[config.mk]
export PLATFORM = sky130hd
export DESIGN_NAME = pc_unit
export DESIGN_NICKNAME = d
export VERILOG_FILES = /design/src/rtl/pc_pkg.sv /design/src/rtl/pc_redirect_arb.sv /design/src/rtl/pc_unit.sv
export SDC_FILE = /design/constraint.sdc
export NUM_CORES = 1
export LEC_CHECK = 0
export BUFFER_PORTS_ARGS = -buffer_cell sky130_fd_sc_hd__buf_2
export CAP_MARGIN = 15
export CORE_UTILIZATION = 45
export DETAILED_ROUTE_END_ITERATION = 7
export PLACE_DENSITY = 0.86
export SLEW_MARGIN = 20
export SYNTH_ARGS = -nofsm -noshare
export SYNTH_HDL_FRONTEND = slang
export SYNTH_SLANG_ARGS = --single-unit
[constraint.sdc]
create_clock -name clk -period 2.6 [get_ports clk]
set_clock_uncertainty 0.1 [all_clocks]
set_input_delay 0.26 -clock clk [delete_from_list [all_inputs] [get_ports clk]]
set_output_delay 0.26 -clock clk [all_outputs]
set_load 0.02 [all_outputs]
[src/rtl/pc_pkg.sv]
// Shared types for the MIPS fetch-stage program-counter unit.
package pc_pkg;

    localparam int unsigned INSTR_BYTES_DEF = 4;
    localparam int unsigned ALIGN_BITS      = $clog2(INSTR_BYTES_DEF);

    typedef enum logic [1:0] {
        ST_RESET = 2'd0,
        ST_RUN   = 2'd1,
        ST_HELD  = 2'd2
    } pc_state_e;

    // Ordered so that a numerically larger value means a stronger redirect
    typedef enum logic [1:0] {
        PRIO_NONE   = 2'd0,
        PRIO_BRANCH = 2'd1,
        PRIO_JUMP   = 2'd2,
        PRIO_EXC    = 2'd3
    } pc_prio_e;

endpackage

[src/rtl/pc_redirect_arb.sv]
// Combinational redirect arbiter: live requests (exc > jump > branch) against a pending entry.
module pc_redirect_arb
    import pc_pkg::*;
#(
    parameter int unsigned PC_WIDTH = 32
) (
    input  logic                exc_req,
    input  logic [PC_WIDTH-1:0] exc_vector,
    input  logic                jump,
    input  logic [PC_WIDTH-1:0] jump_target,
    input  logic                branch_taken,
    input  logic [PC_WIDTH-1:0] branch_target,
    input  pc_prio_e            pend_prio,
    input  logic [PC_WIDTH-1:0] pend_target,
    input  logic                live_first,
    output pc_prio_e            win_prio,
    output logic [PC_WIDTH-1:0] win_target
);

    pc_prio_e            w_live_prio;
    logic [PC_WIDTH-1:0] w_live_target;

    // Fixed-priority pick among the live requests
    always_comb begin
        w_live_prio   = PRIO_NONE;
        w_live_target = '0;
        if (exc_req) begin
            w_live_prio   = PRIO_EXC;
            w_live_target = exc_vector;
        end else if (jump) begin
            w_live_prio   = PRIO_JUMP;
            w_live_target = jump_target;
        end else if (branch_taken) begin
            w_live_prio   = PRIO_BRANCH;
            w_live_target = branch_target;
        end
    end

    // On release any live request beats the pending one; while stalled, equal-or-higher replaces it
    always_comb begin
        win_prio   = pend_prio;
        win_target = pend_target;
        if (w_live_prio != PRIO_NONE) begin
            if (live_first || (w_live_prio >= pend_prio)) begin
                win_prio   = w_live_prio;
                win_target = w_live_target;
            end
        end
    end

endmodule

[src/rtl/pc_unit.sv]
// Program-counter unit: sequential fetch, prioritised redirects, stall with held redirect.
// Optional feature macro: PC_MISALIGN_CHK_EN (trap on misaligned targets instead of masking).
module pc_unit
    import pc_pkg::*;
#(
    parameter int unsigned          PC_WIDTH     = 32,
    parameter int unsigned          INSTR_BYTES  = 4,
    parameter logic [PC_WIDTH-1:0]  RESET_VECTOR = PC_WIDTH'(32'h0000_0000),
    parameter logic [PC_WIDTH-1:0]  TRAP_VECTOR  = PC_WIDTH'(32'h0000_0080)
) (
    input  logic                clk,
    input  logic                rst,
    input  logic                stall,
    input  logic                exc_req,
    input  logic [PC_WIDTH-1:0] exc_vector,
    input  logic                jump,
    input  logic [PC_WIDTH-1:0] jump_target,
    input  logic                branch_taken,
    input  logic [PC_WIDTH-1:0] branch_target,
    output logic [PC_WIDTH-1:0] pc,
    output logic [PC_WIDTH-1:0] pc_plus,
    output logic                pc_valid,
    output logic                redirect_pending
`ifdef PC_MISALIGN_CHK_EN
    ,
    output logic                misalign_fault,
    output logic [PC_WIDTH-1:0] fault_addr
`endif
);

    localparam int unsigned ALIGN_W =
        (INSTR_BYTES == INSTR_BYTES_DEF) ? ALIGN_BITS : $clog2(INSTR_BYTES);
    localparam logic [PC_WIDTH-1:0] ALIGN_MASK = PC_WIDTH'((64'd1 << ALIGN_W) - 64'd1);

    pc_state_e           r_state,  w_state_nxt;
    logic [PC_WIDTH-1:0] r_pc,     w_pc_nxt;
    logic                r_valid,  w_valid_nxt;
    logic [PC_WIDTH-1:0] r_pend_target, w_pend_target_nxt;
    pc_prio_e            r_pend_prio,   w_pend_prio_nxt;
    logic                r_pend_flag,   w_pend_flag_nxt;
    pc_prio_e            w_win_prio;
    logic [PC_WIDTH-1:0] w_win_target;
    logic [PC_WIDTH-1:0] w_pc_plus;
    logic                w_live_first;
    logic                w_load;

`ifdef PC_MISALIGN_CHK_EN
    logic                r_fault,      w_fault_nxt;
    logic [PC_WIDTH-1:0] r_fault_addr, w_fault_addr_nxt;
`else
    logic                w_unused_trap;
    assign w_unused_trap = ^TRAP_VECTOR;
`endif

    assign w_pc_plus    = r_pc + PC_WIDTH'(INSTR_BYTES);
    assign w_live_first = (r_state == ST_HELD) && !stall;

    pc_redirect_arb #(
        .PC_WIDTH (PC_WIDTH)
    ) u_arb (
        .exc_req       (exc_req),
        .exc_vector    (exc_vector),
        .jump          (jump),
        .jump_target   (jump_target),
        .branch_taken  (branch_taken),
        .branch_target (branch_target),
        .pend_prio     (r_pend_prio),
        .pend_target   (r_pend_target),
        .live_first    (w_live_first),
        .win_prio      (w_win_prio),
        .win_target    (w_win_target)
    );

    // Next-state and next-register values
    always_comb begin
        w_state_nxt       = r_state;
        w_pc_nxt          = r_pc;
        w_valid_nxt       = r_valid;
        w_pend_target_nxt = r_pend_target;
        w_pend_prio_nxt   = r_pend_prio;
        w_pend_flag_nxt   = r_pend_flag;
        w_load            = 1'b0;
`ifdef PC_MISALIGN_CHK_EN
        w_fault_nxt       = 1'b0;
        w_fault_addr_nxt  = r_fault_addr;
`endif
        case (r_state)
            ST_RESET: begin
                w_state_nxt = ST_RUN;
                w_valid_nxt = 1'b1;
            end
            ST_RUN: begin
                if (!stall) begin
                    if (w_win_prio != PRIO_NONE) begin
                        w_load = 1'b1;
                    end else begin
                        w_pc_nxt = w_pc_plus;
                    end
                end else if (w_win_prio != PRIO_NONE) begin
                    w_pend_target_nxt = w_win_target;
                    w_pend_prio_nxt   = w_win_prio;
                    w_pend_flag_nxt   = 1'b1;
                    w_state_nxt       = ST_HELD;
                end
            end
            ST_HELD: begin
                if (stall) begin
                    w_pend_target_nxt = w_win_target;
                    w_pend_prio_nxt   = w_win_prio;
                end else begin
                    w_load            = 1'b1;
                    w_pend_target_nxt = '0;
                    w_pend_prio_nxt   = PRIO_NONE;
                    w_pend_flag_nxt   = 1'b0;
                    w_state_nxt       = ST_RUN;
                end
            end
            default: begin
                w_state_nxt = ST_RESET;
            end
        endcase
        // Load the winning target, trapping or masking low bits as configured
        if (w_load) begin
`ifdef PC_MISALIGN_CHK_EN
            if ((w_win_target & ALIGN_MASK) != '0) begin
                w_pc_nxt         = TRAP_VECTOR;
                w_fault_nxt      = 1'b1;
                w_fault_addr_nxt = w_win_target;
            end else begin
                w_pc_nxt = w_win_target;
            end
`else
            w_pc_nxt = w_win_target & ~ALIGN_MASK;
`endif
        end
    end

    // State and datapath registers with synchronous reset
    always_ff @(posedge clk) begin
        if (rst) begin
            r_state       <= ST_RESET;
            r_pc          <= RESET_VECTOR;
            r_valid       <= 1'b0;
            r_pend_target <= '0;
            r_pend_prio   <= PRIO_NONE;
            r_pend_flag   <= 1'b0;
`ifdef PC_MISALIGN_CHK_EN
            r_fault       <= 1'b0;
            r_fault_addr  <= '0;
`endif
        end else begin
            r_state       <= w_state_nxt;
            r_pc          <= w_pc_nxt;
            r_valid       <= w_valid_nxt;
            r_pend_target <= w_pend_target_nxt;
            r_pend_prio   <= w_pend_prio_nxt;
            r_pend_flag   <= w_pend_flag_nxt;
`ifdef PC_MISALIGN_CHK_EN
            r_fault       <= w_fault_nxt;
            r_fault_addr  <= w_fault_addr_nxt;
`endif
        end
    end

    assign pc               = r_pc;
    assign pc_plus          = w_pc_plus;
    assign pc_valid         = r_valid;
    assign redirect_pending = r_pend_flag;
`ifdef PC_MISALIGN_CHK_EN
    assign misalign_fault   = r_fault;
    assign fault_addr       = r_fault_addr;
`endif

endmodule
==> qor.csv, run 1 <==
metric,value,unit
die_area,0.0105,mm^2
final_antenna_net_count,0,
drive_gt1_frac,0.353,
synth_cell_types,65,
clk_latency,360,ps
hold_buffers,0,
finalSetupViolations,0,
wirelength,14500,um
synth_top_area_share,0.291,
clk_pin_slew,90,ps
drv_slew,0,
synth-async-reset-ratio,0,
synth_common_cells,"66 x dfxtp_1, 41 x o21ai_0, 38 x nand2_1, 29 x a21oi_1",
die_h,102,um
gp_congestion,0.861,
gr-usage-all-layers,0.275,
via_per_inst,5.88,
cts_buffer_depth,2,
cp.required,2240,ps
synth_edf_count,0,
root_buffer,clkbuf_8,
yosysWarningCount,0,
worst_r2r_endpoint,pc[10],
initial_core_util,0.464,
rows,36,
diodes,0,
worst-path-max-fanout,8,
vdd_drop_max,0.304,mV
post_drt_wl_per_cell,17.3,um
syn_area_per_cell,8.40,um^2
r2r_cells,8,
hold_violations,0,
grt_pass1_wl,22300,um
crit_chain,"nand4_1, buf_4, nor4_4, nand4_1, xor2_1, inv_1, buf_2",
syn_inst,540,
maxCapViolCount,0,
worst_path_largest_cell_delay,480,ps
dr.first_iter.drc_count,313,
crit_type,flip-flop to output pin,
num_vias,4931,
syn_to_final_growth,28.6,%
period_minus_slack,2520,ps
slew_headroom,0.465,
cts_tree,built,
io-pin-count,168,
antenna_found_initial,0,
arrival,2160,ps
cp-start-kind,flip-flop,
leakage,2.62,nW
cp_common_cell,nand4_1,
tns,0,ps
ys_seq_elements,66,
synth_top_area_cell,dfxtp_1,
crit_path_start,pc[19],
cts_htree_levels,3,
grt_pass1_vias,4455,
hpwl,11100,um
p_per_area,608,mW/mm^2
drc,0,
hold_path_class,input pin to flip-flop,
post-route-period-util,0.968,
worstMarginPinSlew,799,ps
cp_slowest_cell,dfxtp_1,
worstReg2RegStart,r_state[0],
netlist_area,0.00454,mm^2
synth_area_leaders,"dfxtp_1 29%, o21ai_0 4.5%, mux2i_1 4.4%",
portBuffers,157,
cts_buffers,9,
grt.overflow.total,0,
p_total,3.55,mW
core,0.00977,mm^2
synth_most_common_cell,dfxtp_1,
status,finished clean,
cts.sink_count,66,
fmax,397,MHz
die_width,102,um
ys_seq_area_frac,0.291,
worstSetupEndpointType,output pin,
nNetsFinal,808,
synth-main-ff-cell,dfxtp_1,
r2r_slack,150,ps
crit_path_end,pc_plus[29],
dr.pass1.iters,5,
grt_start_max_net_pins,54,
[placed cells by master, fill, tap and decap left out, types with 9 or more instances in the layout]
cell | netlist | final
a21boi_0 | 9 | 9
buf_2 | 13 | 157
nand4_1 | 10 | 10
dfxtp_1 | 66 | 60
o2bb2ai_2 | 9 | 9
mux2i_1 | 20 | 20
nor2_1 | 19 | 18
clkbuf_8 | 0 | 9
xor2_1 | 15 | 15
buf_4 | 9 | 33
nand2_1 | 38 | 38
nand3_1 | 13 | 12
nand3b_1 | 14 | 14
o211ai_1 | 11 | 11
a21oi_1 | 29 | 28
nor3_1 | 18 | 17
o2bb2ai_1 | 9 | 9
xnor2_1 | 11 | 10
or3_1 | 9 | 9
a22oi_1 | 23 | 23
inv_1 | 23 | 23
o21ai_0 | 41 | 41
a22o_1 | 21 | 21
[report_power, final]
group          internal (mW)  switching (mW)  leakage [nW]
clock                  0.461           0.473         0.103
combinational          0.537           0.790          1.98
sequential              1.16           0.133         0.539
[worst max-delay path: cells and delay by family (launching register included)]
family	cells	cell delay, ps
and+or+nand+nor	3	650
xor gates and xnor gates	1	250
buffers and inverters	3	410
DFF	1	480
[kinds of logic (layout without fill, tap and decap cells)]
logic type,after synthesis,count (layout),synth area share
AO/OA/AOI/OAI,195,195,0.322
AND/OR/NAND/NOR,160,160,0.207
buffers and inverters,67,230,0.0714
flip-flops,66,66,0.291
XOR/XNOR,26,26,0.0502
multiplexers,20,20,0.0441
adder cells (fa/ha/maj),5,5,0.0138
other,1,4,0.000827
[worst min path at each step]
| stage | from | endpoint | slack [ps] | cells after the start |
|---|---|---|---|---|
| after floorplan | r_pend_target[10] | r_pend_target[10] | 340 | 1 |
| after global routing | exc_vector[6] | r_pend_target[6] | 110 | 3 |
| after global placement | r_pend_target[8] | r_pend_target[8] | 350 | 1 |
| after detailed placement | r_pend_target[18] | r_pend_target[18] | 360 | 1 |
| after CTS | exc_vector[6] | r_pend_target[6] | 100 | 3 |
| final | exc_vector[6] | r_pend_target[6] | 110 | 3 |
[routing by layer]
layer  vias to the layer above  GRT usage  part of all wire
met2                       255      0.453              0.47
met4                         0     0.0835             0.014
met3                        25     0.0424             0.076
met1                      2296      0.371              0.44
met5                         -          0                 0
li1                       2355          -                 -
[per-stage QoR]
| step | worst slack, ps | hold slack [ps] | utilization | area, um^2 | cells |
|---|---|---|---|---|---|
| after global placement | 123 | 353 | 0.565 | 5520 | 818 |
| after CTS | 21.8 | 104 | 0.588 | 5750 | 836 |
| final | 82.8 | 106 | 0.597 | 5840 | 839 |
| after detailed placement | 56.3 | 358 | 0.565 | 5520 | 818 |
| after global routing | -19.2 | 112 | 0.597 | 5840 | 839 |
| after floorplan | 14.2 | 341 | - | 4600 | 543 |
[registers in the layout (all words and copies together), names as in the netlist]
signal and flops:
pc_valid 1, pc 30, r_pend_prio 2, r_pend_target 30
r_state 2, redirect_pending 1
[layout make-up]
| type | count | area (um^2) |
|---|---|---|
| Timing Repair Buffer | 191 | 1050 |
| Fill cell | 871 | 3940 |
| Clock inverter | 7 | 83.8 |
| Tap cell | 133 | 166 |
| Sequential cell | 66 | 1330 |
| Clock buffer | 9 | 124 |
| Multi-Input combinational cell | 410 | 2990 |
| Inverter | 23 | 86.3 |
[what timing repair did]
| item | CTS | global route |
|---|---|---|
| hold endpoints to repair | 0 | 0 |
| endpoints found under the setup margin | 3 | 14 |
| setup buffers | 2 | 3 |
| pin swaps | 0 | 3 |
| resized for setup | 3 | 13 |
No activity file was read; power rests on OpenSTA's default activity.
==> run 2: changes to the inputs <==
--- a/config.mk
+++ b/config.mk
@@ -5,11 +5,12 @@
 export SDC_FILE = /design/constraint.sdc
 export NUM_CORES = 1
 export LEC_CHECK = 0
-export BUFFER_PORTS_ARGS = -buffer_cell sky130_fd_sc_hd__buf_2
 export CAP_MARGIN = 15
-export CORE_UTILIZATION = 45
+export CORE_ASPECT_RATIO = 2
+export CORE_UTILIZATION = 58
 export DETAILED_ROUTE_END_ITERATION = 7
-export PLACE_DENSITY = 0.86
+export DONT_BUFFER_PORTS = 1
+export PLACE_DENSITY = 0.85
 export SLEW_MARGIN = 20
 export SYNTH_ARGS = -nofsm -noshare
 export SYNTH_HDL_FRONTEND = slang
==> run 2 against run 1 <==
  * Routed wire length shrank 3.9%
  * Critical endpoint unchanged
  * Critical path depth shrank 2
  * Register-to-register slack lost 80 ps
  * Largest power group is now sequential cells
  * Sequential cell count is the same
  * The run now ends with negative setup slack left
==> qor.csv, run 2 (synthesized netlist as in run 1, its figures left out) <==
metric,value,unit,change
cp_slowest_cell,nor4_2,,
finalSetupViolations,1,,+1
cts_buffers,9,,unchanged
drc,0,,unchanged
arrival,2270,ps,+110 ps
drv_slew,0,,unchanged
slew_headroom,0.437,,-0.0286
p_per_area,685,mW/mm^2,+13%
post-route-period-util,1.01,,+0.0427
final_common_cell,dfxtp_1,,
period_minus_slack,2630,ps,+111 ps
diodes,0,,unchanged
place_inst,651,,-20%
final_antenna_net_count,0,,unchanged
setup_ws,-28.3,ps,-111 ps
io-pin-count,168,,unchanged
initial_core_util,0.597,,+0.133
gr-usage-all-layers,0.355,,+0.0792
internal-power,2.29,mW,+6.4%
drive_gt1_frac,0.194,,-0.159
fmax,380,MHz,-4.2%
maxCapViolCount,0,,unchanged
cts_htree_levels,3,,unchanged
core,0.00760,mm^2,-22%
post_drt_wl_per_cell,20.7,um,+20%
cts.sink_count,66,,unchanged
cp.required,2240,ps,about the same
antenna_found_initial,0,,unchanged
p_seq_frac,0.364,,about the same
die_area,0.00820,mm^2,-22%
rsz0062_at_grt,true,,
syn_to_final_growth,15.5,%,
root_buffer,clkbuf_16,,
layout_common_cells,"65 x dfxtp_1, 60 x buf_4, 40 x o21ai_0, 38 x nand2_1, 28 x a21oi_1",,
hold_path_class,input pin to flip-flop,,
wirelength,13900,um,-3.9%
nNetsFinal,680,,-16%
violations,negative setup slack,,
grt_start_max_net_pins,56,,+3.7%
status,"complete, but fails checks",,
rows,45,,+25%
portBuffers,0,,-100%
via_per_inst,6.89,,+17%
dr.first_iter.drc_count,317,,+1.3%
cts_tree,built,,
worstMarginPinSlew,845,ps,+45.5 ps
fill_cells,594,,-32%
multiInputGateArea,0.00295,mm^2,-1.5%
grt.overflow.total,0,,unchanged
seq_area,0.00132,mm^2,-0.66%
p_sw_frac,0.361,,-0.0319
combPwrFrac,0.330,,-0.044
worst-path-max-fanout,6,,-2
cp_top_family,simple AND/OR/NAND/NOR gates,,
worst-path-buf-inv,1,,-2
grt_pass1_vias,4544,,+2.0%
cts_buffer_depth,2,,unchanged
gp_congestion,0.957,,+11%
pwr-share-clk,0.306,,+0.043
hpwl,10500,um,-5.2%
tns,-28.3,ps,-28.3 ps
cp-start-kind,flip-flop,,
p_switching,1.30,mW,-7.2%
grt_pass1_wl,22200,um,-0.68%
leakage,2.06,nW,-21%
worstSetupEndpointType,output pin,,
dr.pass1.iters,5,,unchanged
hold_violations,0,,unchanged
layout.cells.non_filler,672,,-20%
vdd_drop_max,0.495,mV,+63%
die_width,64.5,um,-37%
worst_path_largest_cell_delay,530,ps,+50 ps
crit_chain,"nand4_2, nor4_2, nand4_1, xor2_1, inv_1",,
clk_latency,340,ps,-20 ps
clk_pin_slew,50,ps,-40 ps
die_h,127,um,+24%
num_vias,4628,,-6.1%
place_ws,83.3,ps,+26.9 ps
crit_type,flip-flop to output pin,,
==> run 2: cell types whose count changed in the layout (fill, tap and decap cells not counted), sizes merged <==
cell         before  now
buf             191   62
dlygate4sd3       0    1
clkbuf            9   13
clkinv            1    3
bufinv            1    0
inv              27   23
clkinvlp          1    0
==> run 2: area by class of cell <==
type                       instances  share of cell area
clock buffer                      13              0.0478
clock inverter                     3             0.00287
inverter                          23              0.0165
multi-input combinational        410               0.562
sequential                        66               0.252
tap                               94              0.0225
timing repair buffer              63              0.0955
==> run 2: stage by stage <==
stage | power, mW | cell area [um^2] | utilization | hold slack, ps
2_1_floorplan | 2.23 | 4600 | - | 341
3_3_place_gp | 2.43 | 4910 | 0.646 | 232
6_report | 3.59 | 5240 | 0.689 | 31.9
4_1_cts | 3.58 | 5210 | 0.685 | 27.5
3_5_place_dp | 2.48 | 4910 | 0.646 | 234
5_1_grt | 3.76 | 5240 | 0.689 | 38.4
==> run 2: what timing repair did <==
action                                 in CTS  in global routing
pin swaps                                   1                  1
gates cloned                                0                  0
setup buffers                               2                  2
hold buffers                                1                  0
resized for setup                           1                  7
setup endpoints to repair                   4                 39
endpoints found under the hold margin      16                  0
==> run 2: power groups by stage <==
stage	Combinational [mW]	Clock, mW	Sequential, mW
after detailed placement	1.16	0	1.32
final	1.18	1.10	1.31
after global routing	1.27	1.16	1.32
after global placement	1.12	0	1.31
after floorplan	0.920	0	1.31
after CTS	1.17	1.10	1.30
==> run 2: path summary, 6_finish.rpt <==
kind	to	from	depth (start not counted)	slack, ps
worst max register to register	pc[24]	r_state[0]	8	70
worst max-delay path	pc_plus[29]	pc[13]	5	-30
worst min-delay path	r_pend_target[21]	exc_vector[21]	2	30
worst min register to register	r_pend_target[5]	r_pend_target[5]	1	370
==> run 2: per-layer routing <==
layer,GRT usage,vias to the layer above,routed length [um],part of all wire
met3,0.0839,65,869,0.062
met2,0.615,247,7280,0.52
met1,0.356,2213,4830,0.35
met5,0,-,0,0
li1,-,2103,-,-
met4,0.268,0,954,0.068
